File: src/rtl/instr_dispatch_if.sv
// Handshake bundle between the instruction FIFO read port, the dispatcher
// and the reduction table.
interface instr_dispatch_if #(
  parameter int WordWidth  = 85,
  parameter int EntryWidth = 91,
  parameter int CntWidth   = 16
);
  logic                  enable;
  logic                  fifo_empty;
  logic [WordWidth-1:0]  fifo_data;
  logic                  fifo_rd_en;
  logic                  out_valid;
  logic                  out_ready;
  logic [EntryWidth-1:0] out_entry;
  logic [CntWidth-1:0]   dispatch_count;
  logic [CntWidth-1:0]   drop_count;
  logic                  busy;

  modport master (
    output enable, fifo_empty, fifo_data, out_ready,
    input  fifo_rd_en, out_valid, out_entry, dispatch_count, drop_count, busy
  );

  modport slave (
    input  enable, fifo_empty, fifo_data, out_ready,
    output fifo_rd_en, out_valid, out_entry, dispatch_count, drop_count, busy
  );
endinterface

File: src/rtl/instr_dispatch.sv
// Pops instruction FIFO words, discards invalid ones and presents the rest as
// reduction-table entries {LeafBit, ExtraWaitBit, waitcount, word}.
module instr_dispatch #(
  parameter int                   FlitWidth   = 82,
  parameter int                   ChildWidth  = 3,
  parameter int                   WaitWidth   = 4,
  parameter logic [WaitWidth-1:0] WaitLatency = 4'd9,
  parameter int                   CntWidth    = 16
) (
  input logic              clk,
  input logic              rst,
  instr_dispatch_if.slave  bus
);
  localparam int WordWidth  = ChildWidth + FlitWidth;
  localparam int EntryWidth = WordWidth + WaitWidth + 2;

  typedef enum logic [1:0] {
    IDLE = 2'd0,
    WAIT = 2'd1,
    OUT  = 2'd2
  } state_t;

  state_t                state_r;
  logic                  out_valid_r;
  logic [EntryWidth-1:0] out_entry_r;
  logic [CntWidth-1:0]   dispatch_count_r;
  logic [CntWidth-1:0]   drop_count_r;
  logic                  busy_r;
  logic                  rd_en_s;

  // Leaf entries (no children) need no extra wait before reduction.
  function automatic logic [EntryWidth-1:0] build_entry(input logic [WordWidth-1:0] w);
    logic leaf;
    leaf = (w[WordWidth-1:FlitWidth] == {ChildWidth{1'b0}});
    return {leaf, ~leaf, (leaf ? {WaitWidth{1'b0}} : WaitLatency), w};
  endfunction

  function automatic logic [CntWidth-1:0] sat_inc(input logic [CntWidth-1:0] c);
    logic [CntWidth-1:0] r;
    if (c == {CntWidth{1'b1}}) begin
      r = c;
    end else begin
      r = c + {{(CntWidth-1){1'b0}}, 1'b1};
    end
    return r;
  endfunction

  // Read request: never from WAIT, so at most one read is ever outstanding.
  always_comb begin
    rd_en_s = 1'b0;
    case (state_r)
      IDLE:    rd_en_s = bus.enable & ~bus.fifo_empty;
      OUT:     rd_en_s = bus.enable & bus.out_ready & ~bus.fifo_empty;
      default: rd_en_s = 1'b0;
    endcase
  end

  // Dispatch FSM with registered entry, valid, busy and debug counters.
  always_ff @(posedge clk or negedge rst) begin
    if (!rst) begin
      state_r          <= IDLE;
      out_valid_r      <= 1'b0;
      out_entry_r      <= {EntryWidth{1'b0}};
      dispatch_count_r <= {CntWidth{1'b0}};
      drop_count_r     <= {CntWidth{1'b0}};
      busy_r           <= 1'b0;
    end else begin
      case (state_r)
        IDLE: begin
          if (rd_en_s) begin
            state_r <= WAIT;
            busy_r  <= 1'b1;
          end
        end
        WAIT: begin
          if (bus.fifo_data[FlitWidth-1]) begin
            out_entry_r <= build_entry(bus.fifo_data);
            out_valid_r <= 1'b1;
            state_r     <= OUT;
          end else begin
            drop_count_r <= sat_inc(drop_count_r);
            state_r      <= IDLE;
            busy_r       <= 1'b0;
          end
        end
        OUT: begin
          if (bus.out_ready) begin
            dispatch_count_r <= sat_inc(dispatch_count_r);
            out_valid_r      <= 1'b0;
            if (rd_en_s) begin
              state_r <= WAIT;
            end else begin
              state_r <= IDLE;
              busy_r  <= 1'b0;
            end
          end
        end
        default: begin
          state_r     <= IDLE;
          out_valid_r <= 1'b0;
          busy_r      <= 1'b0;
        end
      endcase
    end
  end

  assign bus.fifo_rd_en     = rd_en_s;
  assign bus.out_valid      = out_valid_r;
  assign bus.out_entry      = out_entry_r;
  assign bus.dispatch_count = dispatch_count_r;
  assign bus.drop_count     = drop_count_r;
  assign bus.busy           = busy_r;
endmodule
File: src/flat_wrapper.sv
// flat-port wrapper written by rule: the top's interface ports become plain ports
module instr_dispatch_flat 
#(
  parameter int                   FlitWidth   = 82,
  parameter int                   ChildWidth  = 3,
  parameter int                   WaitWidth   = 4,
  parameter logic [WaitWidth-1:0] WaitLatency = 4'd9,
  parameter int                   CntWidth    = 16
)
  (clk, rst, bus_enable, bus_fifo_empty, bus_fifo_data, bus_out_ready, bus_fifo_rd_en, bus_out_valid, bus_out_entry, bus_dispatch_count, bus_drop_count, bus_busy);
  instr_dispatch_if #(.CntWidth(CntWidth)) bus_i ();
  input logic clk;
  input logic rst;
  input wire logic [$bits(bus_i.enable)-1:0] bus_enable;
  input wire logic [$bits(bus_i.fifo_empty)-1:0] bus_fifo_empty;
  input wire logic [$bits(bus_i.fifo_data)-1:0] bus_fifo_data;
  input wire logic [$bits(bus_i.out_ready)-1:0] bus_out_ready;
  output wire logic [$bits(bus_i.fifo_rd_en)-1:0] bus_fifo_rd_en;
  output wire logic [$bits(bus_i.out_valid)-1:0] bus_out_valid;
  output wire logic [$bits(bus_i.out_entry)-1:0] bus_out_entry;
  output wire logic [$bits(bus_i.dispatch_count)-1:0] bus_dispatch_count;
  output wire logic [$bits(bus_i.drop_count)-1:0] bus_drop_count;
  output wire logic [$bits(bus_i.busy)-1:0] bus_busy;
  assign bus_i.enable = bus_enable;
  assign bus_i.fifo_empty = bus_fifo_empty;
  assign bus_i.fifo_data = bus_fifo_data;
  assign bus_i.out_ready = bus_out_ready;
  assign bus_fifo_rd_en = bus_i.fifo_rd_en;
  assign bus_out_valid = bus_i.out_valid;
  assign bus_out_entry = bus_i.out_entry;
  assign bus_dispatch_count = bus_i.dispatch_count;
  assign bus_drop_count = bus_i.drop_count;
  assign bus_busy = bus_i.busy;
  instr_dispatch #(.FlitWidth(FlitWidth), .ChildWidth(ChildWidth), .WaitWidth(WaitWidth), .WaitLatency(WaitLatency), .CntWidth(CntWidth)) u_core (.clk(clk), .rst(rst), .bus(bus_i));
endmodule
File: config.mk
export PLATFORM = sky130hd
export DESIGN_NAME = instr_dispatch_flat
export DESIGN_NICKNAME = d
export VERILOG_FILES = /design/src/rtl/instr_dispatch_if.sv /design/src/rtl/instr_dispatch.sv /design/src/flat_wrapper.sv
export SDC_FILE = /design/constraint.sdc
export NUM_CORES = 1
export LEC_CHECK = 0
export ABC_AREA = 1
export CAP_MARGIN = 40
export CORE_ASPECT_RATIO = 0.6
export CORE_MARGIN = 2
export CORE_UTILIZATION = 47
export DETAILED_ROUTE_END_ITERATION = 8
export PLACE_DENSITY = 0.86
export SYNTH_ARGS = -nofsm -noshare
export SYNTH_HDL_FRONTEND = slang
export SYNTH_SLANG_ARGS = --single-unit
File: constraint.sdc
create_clock -name clk -period 4.8 [get_ports clk]
set_input_delay 0.96 -clock clk [delete_from_list [all_inputs] [get_ports clk]]
set_output_delay 0.96 -clock clk [all_outputs]
set_load 0.01 [all_outputs]
==> impl_metrics.yaml <==
outcome:
  outcome: "finished clean"
detailed_routing:
  vias: 5084
  wl_met1_mm: 6.25
  ant_nets: 0
  via_per_inst: 4.78
  highest_layer: "met4"
  remaining_drc_errors: 0
  avgRoutedWirePerCell_um: 13.8
  dr.pass1.iters: 4
  drtIter0Drc: 366
  drt-total-wl_mm: 14.6
  met2WireLength_mm: 6.62
  wl_met3_mm: 1.63
placement:
  place_congestion: 0.840
  io_buffers: 213
  hpwlAfterDp_mm: 10.6
  place_area_um2: 7690
clock_network:
  cts-root-buf: "clkbuf_16"
  cts_tree: "yes"
  cts_made_buffers: 17
  cts_setup_buffers: 0
  htree_levels: 4
  cts.path.max_buffers: 2
  clock-sinks: 123
  clk_latency_ns: 0.40
  hold_buffers: 0
  cts.repair.resized: 0
  clk_pin_slew_worst_paths_ns: 0.05
sta:
  relSlewSlack: 0.476
  grt_setup_unrepaired: "false"
  finalMaxSlewViolations: 0
  setup_viol_count_final: 0
  post-route-min-period_ns: 3.34
  setup_tns_ns: 0
  max_freq_mhz: 300
  fin_skew_ns: 0.00747
  hold_viol: 0
  fin_crit_sh: 0.695
  worst_slew_pin_slew_ns: 0.786
worst_setup_path:
  slowest_stage: "clkdlybuf4s50_1"
  path_cells: "clkdlybuf4s50_1, inv_1, nand3_1, nand2_1, nor2_1, nand2_1, inv_1, clkdlybuf4s50_1"
  critical_path_class: "in2out"
  crit_family: "buffers and inverters"
  critPathBufInv: 4
  worst_setup_path_end_kind: "output pin"
  cp.required_ns: 3.84
  worst_ep_arrival_time_ns: 2.38
  max_stage_delay_ns: 0.52
  start_kind: "primary input"
  worstPathMaxFanout: 3
floorplan:
  die_x_um: 143
  num_rows: 30
  die_area_um2: 12500
  num_io_pins: 216
  dieHeight_um: 87.3
  initial_core_util: 0.481
  core_area_um2: 11300
worst_hold_path:
  min_path_type: "reg2reg"
layout:
  drive_above_1_share: 0.0520
  fin_area_um2: 8290
  fillers: 825
  post-route-util: 0.734
  antennaDiodeCount: 0
  fin_nets: 983
  syn_to_final_growth_pct: 52.7
logic_synthesis:
  synth_cell_types: 29
  ys_ff_latch: 123
  synth_edf_count: 0
  async_reset_ff_frac: 1.00
  postSynthCellCount: 679
  ys_warn_count: 0
  syn-cell-area_um2: 5430
  avgSynthCellArea_um2: 8.00
  synth_flop_cell: "dfrtp_1"
  synth-seq-area-share: 0.567
global_route:
  antenna_found_initial: 0
  overflow: 0
  grt_start_max_net_pins: 65
  grt_pass1_wl_mm: 22.8
  grt_pass1_vias: 4622
  grtUsageTotal: 0.236
power:
  ir_worst_vdd_uv: 299
  leakage_uw: 0.00398
  p_per_area_nw_per_um2: 448
flow_run:
  maxCapViolCount: 0
==> worst paths after layout <==
check,endpoint,depth (start not counted),slack (ns),start
min reg2reg,u_core.bus.out_entry[7],2,0.47,u_core.bus.out_entry[7]
min in group asynchronous,u_core.bus.drop_count[10],1,0.63,rst
min,u_core.bus.out_entry[7],2,0.47,u_core.bus.out_entry[7]
max reg2reg,u_core.bus.dispatch_count[14],8,2.47,u_core.bus.dispatch_count[0]
max in group asynchronous,u_core.bus.out_entry[69],2,3.35,rst
max,bus_fifo_rd_en,8,1.46,bus_out_ready
==> power breakdown <==
part / total, uW / leakage, uW / switching [uW] / internal, uW
clock: 1290 / 0.000287 / 475 / 819
combinational: 998 / 0.00214 / 434 / 564
sequential: 1420 / 0.00156 / 167 / 1260
total: 3720 / 0.00398 / 1080 / 2640
==> stage by stage <==
stage                     instances  power, uW  worst slack [ns]  hold WS (ns)
after detailed placement       1032       2440              1.46         0.464
after CTS                      1064       3750              1.46         0.480
after global placement         1031       2410              1.47         0.452
after global routing           1064       3910              1.27         0.496
final                          1064       3720              1.46         0.475
after floorplan                 680       1800              2.46         0.512
==> cell type report <==
class / count / area (um^2) / area share
flip-flops and latches: 123 / 3080 / 0.371
multi-input cells: 500 / 2090 / 0.253
clock buffers: 18 / 429 / 0.0518
inverters: 30 / 113 / 0.0136
clock inverters: 14 / 171 / 0.0207
repair buffers: 219 / 2210 / 0.266
well taps: 160 / 200 / 0.0241
==> worst register-to-register path, stage by stage, from the launching register on <==
cell     delay [ns]
dfrtp_1        0.44
ha_1           0.24
nand3_2        0.15
nor2_4         0.18
nand4_2        0.13
nand2_1        0.49
inv_1          0.38
nand2_1        0.15
nand2_1        0.06
==> registers in the layout, indices dropped and copies added (netlist names) <==
name                       count
u_core.bus.busy                1
u_core.bus.dispatch_count     16
u_core.bus.drop_count         16
u_core.bus.out_entry          87
u_core.bus.out_valid           1
u_core.state_r                 2
==> layout by cell type (no fill, tap or decap), drive strengths merged <==
cell,n
nor3,1
nand3b,2
dfrtp,123
nor2,37
ha,2
bufinv,3
or2,1
buf,7
xor2,7
clkbuf,18
inv,32
clkinvlp,3
a21oi,1
o21a,1
clkdlybuf4s50,212
conb,2
nand2,395
nand4,11
o31ai,1
xnor2,8
clkinv,6
nand3,16
o21ai,15
==> routing by layer <==
layer | GRT usage | vias up
met1 | 0.314 | 2367
met4 | 0.0621 | 0
met3 | 0.0940 | 13
met5 | 0 | -
met2 | 0.363 | 202
li1 | - | 2502
==> cell usage after synthesis, types with 2 or more instances <==
library cell / instances / area [um^2]
buf_1: 3 / 11.3
nor2_1: 33 / 124
nor2_2: 3 / 18.8
inv_1: 29 / 109
xor2_1: 7 / 61.3
buf_4: 4 / 30.0
clkbuf_1: 10 / 37.5
dfrtp_1: 123 / 3080
ha_1: 2 / 25.0
xnor2_1: 8 / 70.1
buf_6: 3 / 33.8
nand3_1: 14 / 70.1
nand2_1: 395 / 1480
o21ai_1: 7 / 35.0
nand3_2: 2 / 20.0
o21ai_0: 8 / 40.0
nand4_1: 10 / 62.6
buf_2: 6 / 30.0
nand3b_1: 2 / 15.0
==> logic make-up (layout without fill, tap and decap cells) <==
| group | Yosys count | count (layout) | share of synthesized area |
|---|---|---|---|
| and+or+nand+nor | 463 | 463 | 0.337 |
| DFF | 123 | 123 | 0.567 |
| buffers and inverters | 57 | 281 | 0.0498 |
| AOI/OAI and AO/OA | 18 | 18 | 0.0175 |
| xor gates and xnor gates | 15 | 15 | 0.0242 |
| adders and majority gates | 2 | 2 | 0.00461 |
| other | 1 | 2 | 0.000690 |
No activity file was read; power rests on OpenSTA's default activity.
